$ cat src/rtl/count_arbiter_pkg.sv
// Shared types and helpers for the round-robin counter arbiter.
// Holds the FSM state encoding, default sizes and the rotating-priority search.
package count_arb_pkg;

    localparam int unsigned NREQ_DEF = 4;
    localparam int unsigned CW_DEF   = 4;
    localparam int unsigned NREQ_MAX = 8;
    localparam int unsigned IDX_W    = 3;

    typedef enum logic [1:0] {
        IDLE = 2'd0,
        RUN  = 2'd1,
        DONE = 2'd2
    } state_e;

    typedef struct packed {
        logic             valid;
        logic [IDX_W-1:0] idx;
    } rr_pick_t;

    // First asserted request at or above ptr, wrapping modulo nreq.
    function automatic rr_pick_t rr_pick(input logic [IDX_W-1:0]    ptr,
                                         input logic [NREQ_MAX-1:0] req,
                                         input int unsigned         nreq);
        rr_pick_t         pick;
        logic [IDX_W-1:0] cand;
        pick = '0;
        for (int unsigned i = 0; i < NREQ_MAX; i++) begin
            cand = IDX_W'((32'(ptr) + i) % nreq);
            if (!pick.valid && (i < nreq) && req[cand]) begin
                pick.valid = 1'b1;
                pick.idx   = cand;
            end
        end
        return pick;
    endfunction

endpackage

$ cat src/rtl/count_arbiter_if.sv
// Request/grant bus between the requesters and the counter arbiter.
// master = requester side, slave = arbiter side.
interface count_arbiter_if #(
    parameter int unsigned NREQ = count_arb_pkg::NREQ_DEF,
    parameter int unsigned CW   = count_arb_pkg::CW_DEF
);
    logic [NREQ-1:0]    req;
    logic [NREQ*CW-1:0] len;
    logic [NREQ-1:0]    grant;
    logic [NREQ-1:0]    done;
    logic [CW-1:0]      count;
    logic               busy;

    modport master (
        output req,
        output len,
        input  grant,
        input  done,
        input  count,
        input  busy
    );

    modport slave (
        input  req,
        input  len,
        output grant,
        output done,
        output count,
        output busy
    );
endinterface

$ cat src/rtl/count_arbiter_counter_core.sv
// Shared CW-bit up-counter with synchronous clear (priority) and enable.
module counter_core #(
    parameter int unsigned CW = 4
) (
    input  logic          clk,
    input  logic          reset,
    input  logic          en_i,
    input  logic          clr_i,
    output logic [CW-1:0] count_o
);
    logic [CW-1:0] count_q;
    logic [CW-1:0] count_d;

    always_comb begin
        count_d = count_q;
        if (clr_i) begin
            count_d = '0;
        end else if (en_i) begin
            count_d = count_q + CW'(1);
        end
    end

    always_ff @(posedge clk or posedge reset) begin
        if (reset) begin
            count_q <= '0;
        end else begin
            count_q <= count_d;
        end
    end

    assign count_o = count_q;

endmodule

$ cat src/rtl/count_arbiter.sv
// Round-robin arbiter that lends one shared up-counter to NREQ requesters,
// running it to each winner's latched terminal count and pulsing done.
module count_arbiter
    import count_arb_pkg::*;
#(
    parameter int unsigned NREQ = NREQ_DEF,
    parameter int unsigned CW   = CW_DEF
) (
    input logic            clk,
    input logic            reset,
    count_arbiter_if.slave bus
);
    state_e           state_q,  state_d;
    logic [IDX_W-1:0] winner_q, winner_d;
    logic [IDX_W-1:0] ptr_q,    ptr_d;
    logic [CW-1:0]    tc_q,     tc_d;
    logic [NREQ-1:0]  grant_q,  grant_d;
    logic [NREQ-1:0]  done_q,   done_d;
    logic             busy_q,   busy_d;

    logic             cnt_en_c;
    logic             cnt_clr_c;
    logic [CW-1:0]    count_c;
    rr_pick_t         pick_c;
    logic [CW-1:0]    len_sel_c;
    logic             win_req_c;
    logic [IDX_W-1:0] ptr_next_c;

    assign pick_c = rr_pick(ptr_q, NREQ_MAX'(bus.req), NREQ);

    // Terminal count of the candidate winner and live request of the current winner.
    always_comb begin
        len_sel_c = '0;
        win_req_c = 1'b0;
        for (int unsigned i = 0; i < NREQ; i++) begin
            if (pick_c.idx == IDX_W'(i)) begin
                len_sel_c = bus.len[i*CW +: CW];
            end
            if (winner_q == IDX_W'(i)) begin
                win_req_c = bus.req[i];
            end
        end
    end

    assign ptr_next_c = (winner_q >= IDX_W'(NREQ - 1)) ? '0 : winner_q + IDX_W'(1);

    counter_core #(.CW(CW)) u_counter (
        .clk     (clk),
        .reset   (reset),
        .en_i    (cnt_en_c),
        .clr_i   (cnt_clr_c),
        .count_o (count_c)
    );

    // Next-state and registered-output logic; abort outranks terminal count.
    always_comb begin
        state_d   = state_q;
        winner_d  = winner_q;
        ptr_d     = ptr_q;
        tc_d      = tc_q;
        grant_d   = grant_q;
        done_d    = '0;
        busy_d    = busy_q;
        cnt_en_c  = 1'b0;
        cnt_clr_c = 1'b0;

        case (state_q)
            IDLE: begin
                cnt_clr_c = 1'b1;
                if (pick_c.valid) begin
                    state_d  = RUN;
                    winner_d = pick_c.idx;
                    tc_d     = len_sel_c;
                    grant_d  = NREQ'(1) << pick_c.idx;
                    busy_d   = 1'b1;
                end
            end
            RUN: begin
                if (!win_req_c) begin
                    state_d   = IDLE;
                    cnt_clr_c = 1'b1;
                    grant_d   = '0;
                    busy_d    = 1'b0;
                    ptr_d     = ptr_next_c;
                end else if (count_c == tc_q) begin
                    state_d = DONE;
                    grant_d = '0;
                    done_d  = NREQ'(1) << winner_q;
                end else begin
                    cnt_en_c = 1'b1;
                end
            end
            DONE: begin
                // Count holds tc during DONE and clears on the way back to IDLE.
                cnt_clr_c = 1'b1;
                state_d   = IDLE;
                busy_d    = 1'b0;
                ptr_d     = ptr_next_c;
            end
            default: begin
                cnt_clr_c = 1'b1;
                state_d   = IDLE;
                grant_d   = '0;
                busy_d    = 1'b0;
            end
        endcase
    end

    always_ff @(posedge clk or posedge reset) begin
        if (reset) begin
            state_q  <= IDLE;
            winner_q <= '0;
            ptr_q    <= '0;
            tc_q     <= '0;
            grant_q  <= '0;
            done_q   <= '0;
            busy_q   <= 1'b0;
        end else begin
            state_q  <= state_d;
            winner_q <= winner_d;
            ptr_q    <= ptr_d;
            tc_q     <= tc_d;
            grant_q  <= grant_d;
            done_q   <= done_d;
            busy_q   <= busy_d;
        end
    end

    assign bus.grant = grant_q;
    assign bus.done  = done_q;
    assign bus.count = count_c;
    assign bus.busy  = busy_q;

endmodule

$ cat src/flat_wrapper.sv
// flat-port wrapper written by rule: the top's interface ports become plain ports
module count_arbiter_flat import count_arb_pkg::*;
#(
    parameter int unsigned NREQ = NREQ_DEF,
    parameter int unsigned CW   = CW_DEF
)
  (clk, reset, bus_req, bus_len, bus_grant, bus_done, bus_count, bus_busy);
  count_arbiter_if #(.NREQ(NREQ), .CW(CW)) bus_i ();
  input logic clk;
  input logic reset;
  input wire logic [$bits(bus_i.req)-1:0] bus_req;
  input wire logic [$bits(bus_i.len)-1:0] bus_len;
  output wire logic [$bits(bus_i.grant)-1:0] bus_grant;
  output wire logic [$bits(bus_i.done)-1:0] bus_done;
  output wire logic [$bits(bus_i.count)-1:0] bus_count;
  output wire logic [$bits(bus_i.busy)-1:0] bus_busy;
  assign bus_i.req = bus_req;
  assign bus_i.len = bus_len;
  assign bus_grant = bus_i.grant;
  assign bus_done = bus_i.done;
  assign bus_count = bus_i.count;
  assign bus_busy = bus_i.busy;
  count_arbiter #(.NREQ(NREQ), .CW(CW)) u_core (.clk(clk), .reset(reset), .bus(bus_i));
endmodule
$ cat config.mk
export PLATFORM = sky130hd
export DESIGN_NAME = count_arbiter_flat
export DESIGN_NICKNAME = d
export VERILOG_FILES = /design/src/rtl/count_arbiter_pkg.sv /design/src/rtl/count_arbiter_if.sv /design/src/rtl/count_arbiter_counter_core.sv /design/src/rtl/count_arbiter.sv /design/src/flat_wrapper.sv
export SDC_FILE = /design/constraint.sdc
export NUM_CORES = 1
export LEC_CHECK = 0
export ABC_AREA = 0
export CORE_MARGIN = 2
export CORE_UTILIZATION = 49
export DETAILED_ROUTE_END_ITERATION = 6
export GPL_ROUTABILITY_DRIVEN = 1
export PLACE_DENSITY = 0.79
export SYNTH_ARGS = -nofsm -noshare
export SYNTH_HDL_FRONTEND = slang
export SYNTH_SLANG_ARGS = --single-unit
$ cat constraint.sdc
create_clock -name clk -period 2.31 [get_ports clk]
set_input_delay 0.462 -clock clk [delete_from_list [all_inputs] [get_ports clk]]
set_output_delay 0.462 -clock clk [all_outputs]
set_load 0.1 [all_outputs]
==> flow_metrics.py <==
metrics = {
    "cells_and_area": {
        "n_antenna_cell": 0,
        "multi_input_area_um2": 770.7,
        "nFillCells": 201,
        "layout.cells.non_filler": 218,
        "fin_area_um2": 1833,
        "final_nets": 215,
        "final_util_pct": 66.47,
        "ff_latch_area_um2": 575.6,
        "area_growth_syn_to_layout_pct": 28.62,
        "layout_common_cells": "23 x buf_4, 23 x dfrtp_1, 21 x clkdlybuf4s50_1, 12 x nor2_1, 12 x nand2_1",
        "drive_gt1_share_pct": 16.58,
    },
    "cts": {
        "cts_buffers": 3,
        "clk_pin_slew_ps": 130,
        "cts_tree": "yes",
        "htreeDepth": 1,
        "ctsResizeCount": 0,
        "cts-hold-fix-buffers": 0,
        "post_cts_buffers": 0,
        "cts.sinks": 23,
        "root_buffer": "clkbuf_4",
        "insertion_delay_ps": 300,
        "clock_path_buffers": 2,
    },
    "routing": {
        "vias": 1270,
        "drt_wl_total_um": 3413,
        "postRouteAntennaNets": 0,
        "vias_per_cell": 5.826,
        "drt_iter0_markers": 78,
        "drc": 0,
        "wl_per_cell_um": 15.66,
        "dr.pass1.iters": 4,
    },
    "synth": {
        "synth_compound_area_share_pct": 20.81,
        "syn_nets": 175,
        "yosys_warnings": 0,
        "syn_avg_cell_area_um2": 9.629,
        "ys_ff_latch": 23,
        "synth_edf_count": 0,
        "synth_cells": 148,
        "synthXorXnorAreaFrac_pct": 3.687,
        "synth_top_family_by_area": "compound AO/OA/AOI/OAI gates",
        "yosysSeqAreaShare_pct": 40.39,
        "yosysUniqueCellTypes": 42,
        "synthArstFlopShare_pct": 100.0,
        "synthFlopType": "dfrtp_1",
        "synthSimpleGateAreaFrac_pct": 18.09,
        "syn_area_um2": 1425,
        "synthMuxAreaShare_pct": 7.112,
        "synthAdderAreaFrac_pct": 4.390,
    },
    "worst_setup_path": {
        "crit_family": "compound AO/OA/AOI/OAI gates",
        "crit_path_max_fanout": 6,
        "cp_slowest_stage_delay_ps": 470,
        "end_kind": "flip-flop",
        "cp.buffers_inverters": 1,
        "cp-start-kind": "flip-flop",
        "cp.arrival_ps": 2420,
        "path_cells": "inv_1 > ha_1 > nor3b_1 > a211o_1 > or3b_1 > o22ai_4 > o2bb2ai_1",
        "required_ps": 2530,
        "cpMaxStageDelayCell": "or3b_1",
        "criticalPathCategory": "flip-flop to flip-flop",
    },
    "sta": {
        "relSlewSlack_pct": 53.44,
        "slew_violations": 0,
        "hold_violations": 0,
        "fmax_mhz": 454.3,
        "rsz0062_at_grt": "false",
        "setup_violations": 0,
        "tightestPinTransition_ps": 693.0,
        "finalCritPeriodShare_pct": 95.30,
        "min_period_ps": 2201,
        "tns_ps": 0,
        "fin_skew_ps": 10.42,
        "setup_ws_ps": 108.6,
    },
    "place": {
        "routabilityCongestion": 0.8628,
        "pre_cts_ws_ps": -28.09,
        "portBuffers": 34,
        "place_area_um2": 1807,
        "dp.cells": 214,
        "hpwl_um": 2617,
    },
    "global_route": {
        "grt_pass1_vias": 1186,
        "track_usage_pct": 21.60,
        "antenna_found_initial": 0,
        "globalRoute.totalOverflow": 0,
        "grt_max_degree": 24,
        "grt_pass1_wl_um": 5678,
    },
    "floorplanning": {
        "die_w_um": 57.93,
        "initial_utilization_pct": 51.68,
        "coreArea_um2": 2758,
        "num_rows": 19,
        "die_h_um": 57.93,
        "io_pins": 35,
        "die_area_um2": 3356,
    },
    "power": {
        "ir_worst_vdd_mv": 1.155,
        "powerDensity_nw_per_um2": 1353,
        "p_leak_nw": 0.8237,
    },
    "flow_run": {
        "max_cap_viol_count": 0,
    },
    "worst_hold_path": {
        "hp-class": "input pin to asynchronous set/reset pin",
    },
    "outcome": {
        "status": "complete, no violations",
    },
}
==> state kept, by name (all words and copies together) (netlist names) <==
signal and flops:
u_core.bus.busy 1, u_core.bus.done 4, u_core.bus.grant 4, u_core.ptr_q 2, u_core.state_q 2, u_core.tc_q 4
u_core.u_counter.count_o 4, u_core.winner_q 2
==> per-stage QoR <==
stage / total power, W / hold WS (ps)
after floorplan: 0.001881 / 463.9
after global placement: 0.002242 / 467.4
after detailed placement: 0.002291 / 467.0
after CTS: 0.002478 / 487.7
after global routing: 0.002656 / 523.8
final: 0.002481 / 477.7
==> logic make-up after synthesis <==
| family | count (synthesis) |
|---|---|
| DFF | 23 |
| AOI/OAI and AO/OA | 39 |
| adders and majority gates | 5 |
| xor gates and xnor gates | 6 |
| buffers and inverters | 15 |
| muxes | 10 |
| and+or+nand+nor | 50 |
==> area by class of cell <==
| type | instances | share of cell area (%) |
|---|---|---|
| Clock buffer | 4 | 1.433 |
| Inverter | 5 | 1.024 |
| Multi-Input combinational cell | 110 | 42.05 |
| Sequential cell | 23 | 31.40 |
| Tap cell | 31 | 2.116 |
| Timing Repair Buffer | 45 | 21.98 |
==> synth_stat cells, types with 2 or more instances <==
cell type / instances / share of area [%]
nand2_1: 12 / 3.2
inv_1: 5 / 1.3
nor2b_1: 5 / 2.2
o221ai_1: 5 / 3.1
clkbuf_1: 4 / 1.1
a21o_1: 2 / 1.1
and2_1: 3 / 1.3
dfrtp_1: 23 / 40
a21oi_1: 7 / 2.5
a22oi_1: 4 / 2.1
ha_1: 5 / 4.4
o22a_1: 2 / 1.2
a32oi_1: 4 / 2.5
mux2i_1: 9 / 6.3
o2bb2ai_1: 2 / 1.2
buf_2: 3 / 1.1
nor3_1: 3 / 1.1
xnor2_1: 5 / 3.1
nand2b_1: 5 / 2.2
buf_6: 2 / 1.6
o21ai_0: 6 / 2.1
nor2_1: 12 / 3.2
==> final timing paths <==
path                       cells after the start                              end  slack, ps                            start
max                                            7  u_core.bus.grant[1]$_DFFE_PP0P_        110   u_core.winner_q[0]$_DFFE_PP0P_
min                                            3      u_core.bus.busy$_DFFE_PP0P_        480                            reset
max reg2reg                                    7  u_core.bus.grant[1]$_DFFE_PP0P_        110   u_core.winner_q[0]$_DFFE_PP0P_
min reg2reg                                    1  u_core.bus.grant[3]$_DFFE_PP0P_        490  u_core.bus.grant[3]$_DFFE_PP0P_
max in group asynchronous                      3     u_core.bus.done[0]$_DFF_PP0_       1590                            reset
min in group clk                               1  u_core.bus.grant[3]$_DFFE_PP0P_        490  u_core.bus.grant[3]$_DFFE_PP0P_
==> metal layers <==
layer	track usage (%)	share of wire, %	vias to the layer above
met5	0	0	-
met4	5.648	1.0	0
met3	2.455	5.9	4
met2	33.77	47	47
met1	31.99	46	605
li1	-	-	614
==> report_power, final <==
part           leakage (nW)  switching [W]  internal, W
sequential            0.297       0.000191     0.000544
clock                0.0150       0.000117    0.0000672
combinational         0.511       0.000963     0.000598
total                 0.824        0.00127      0.00121
==> worst register-to-register path: stages, from the launching register on <==
cell and delay, ps:
dfrtp_1 460, inv_1 100, ha_1 260, nor3b_1 150
a211o_1 300, or3b_1 470, o22ai_4 240, o2bb2ai_1 150
Note: power is estimated with default switching activity, not from simulation.
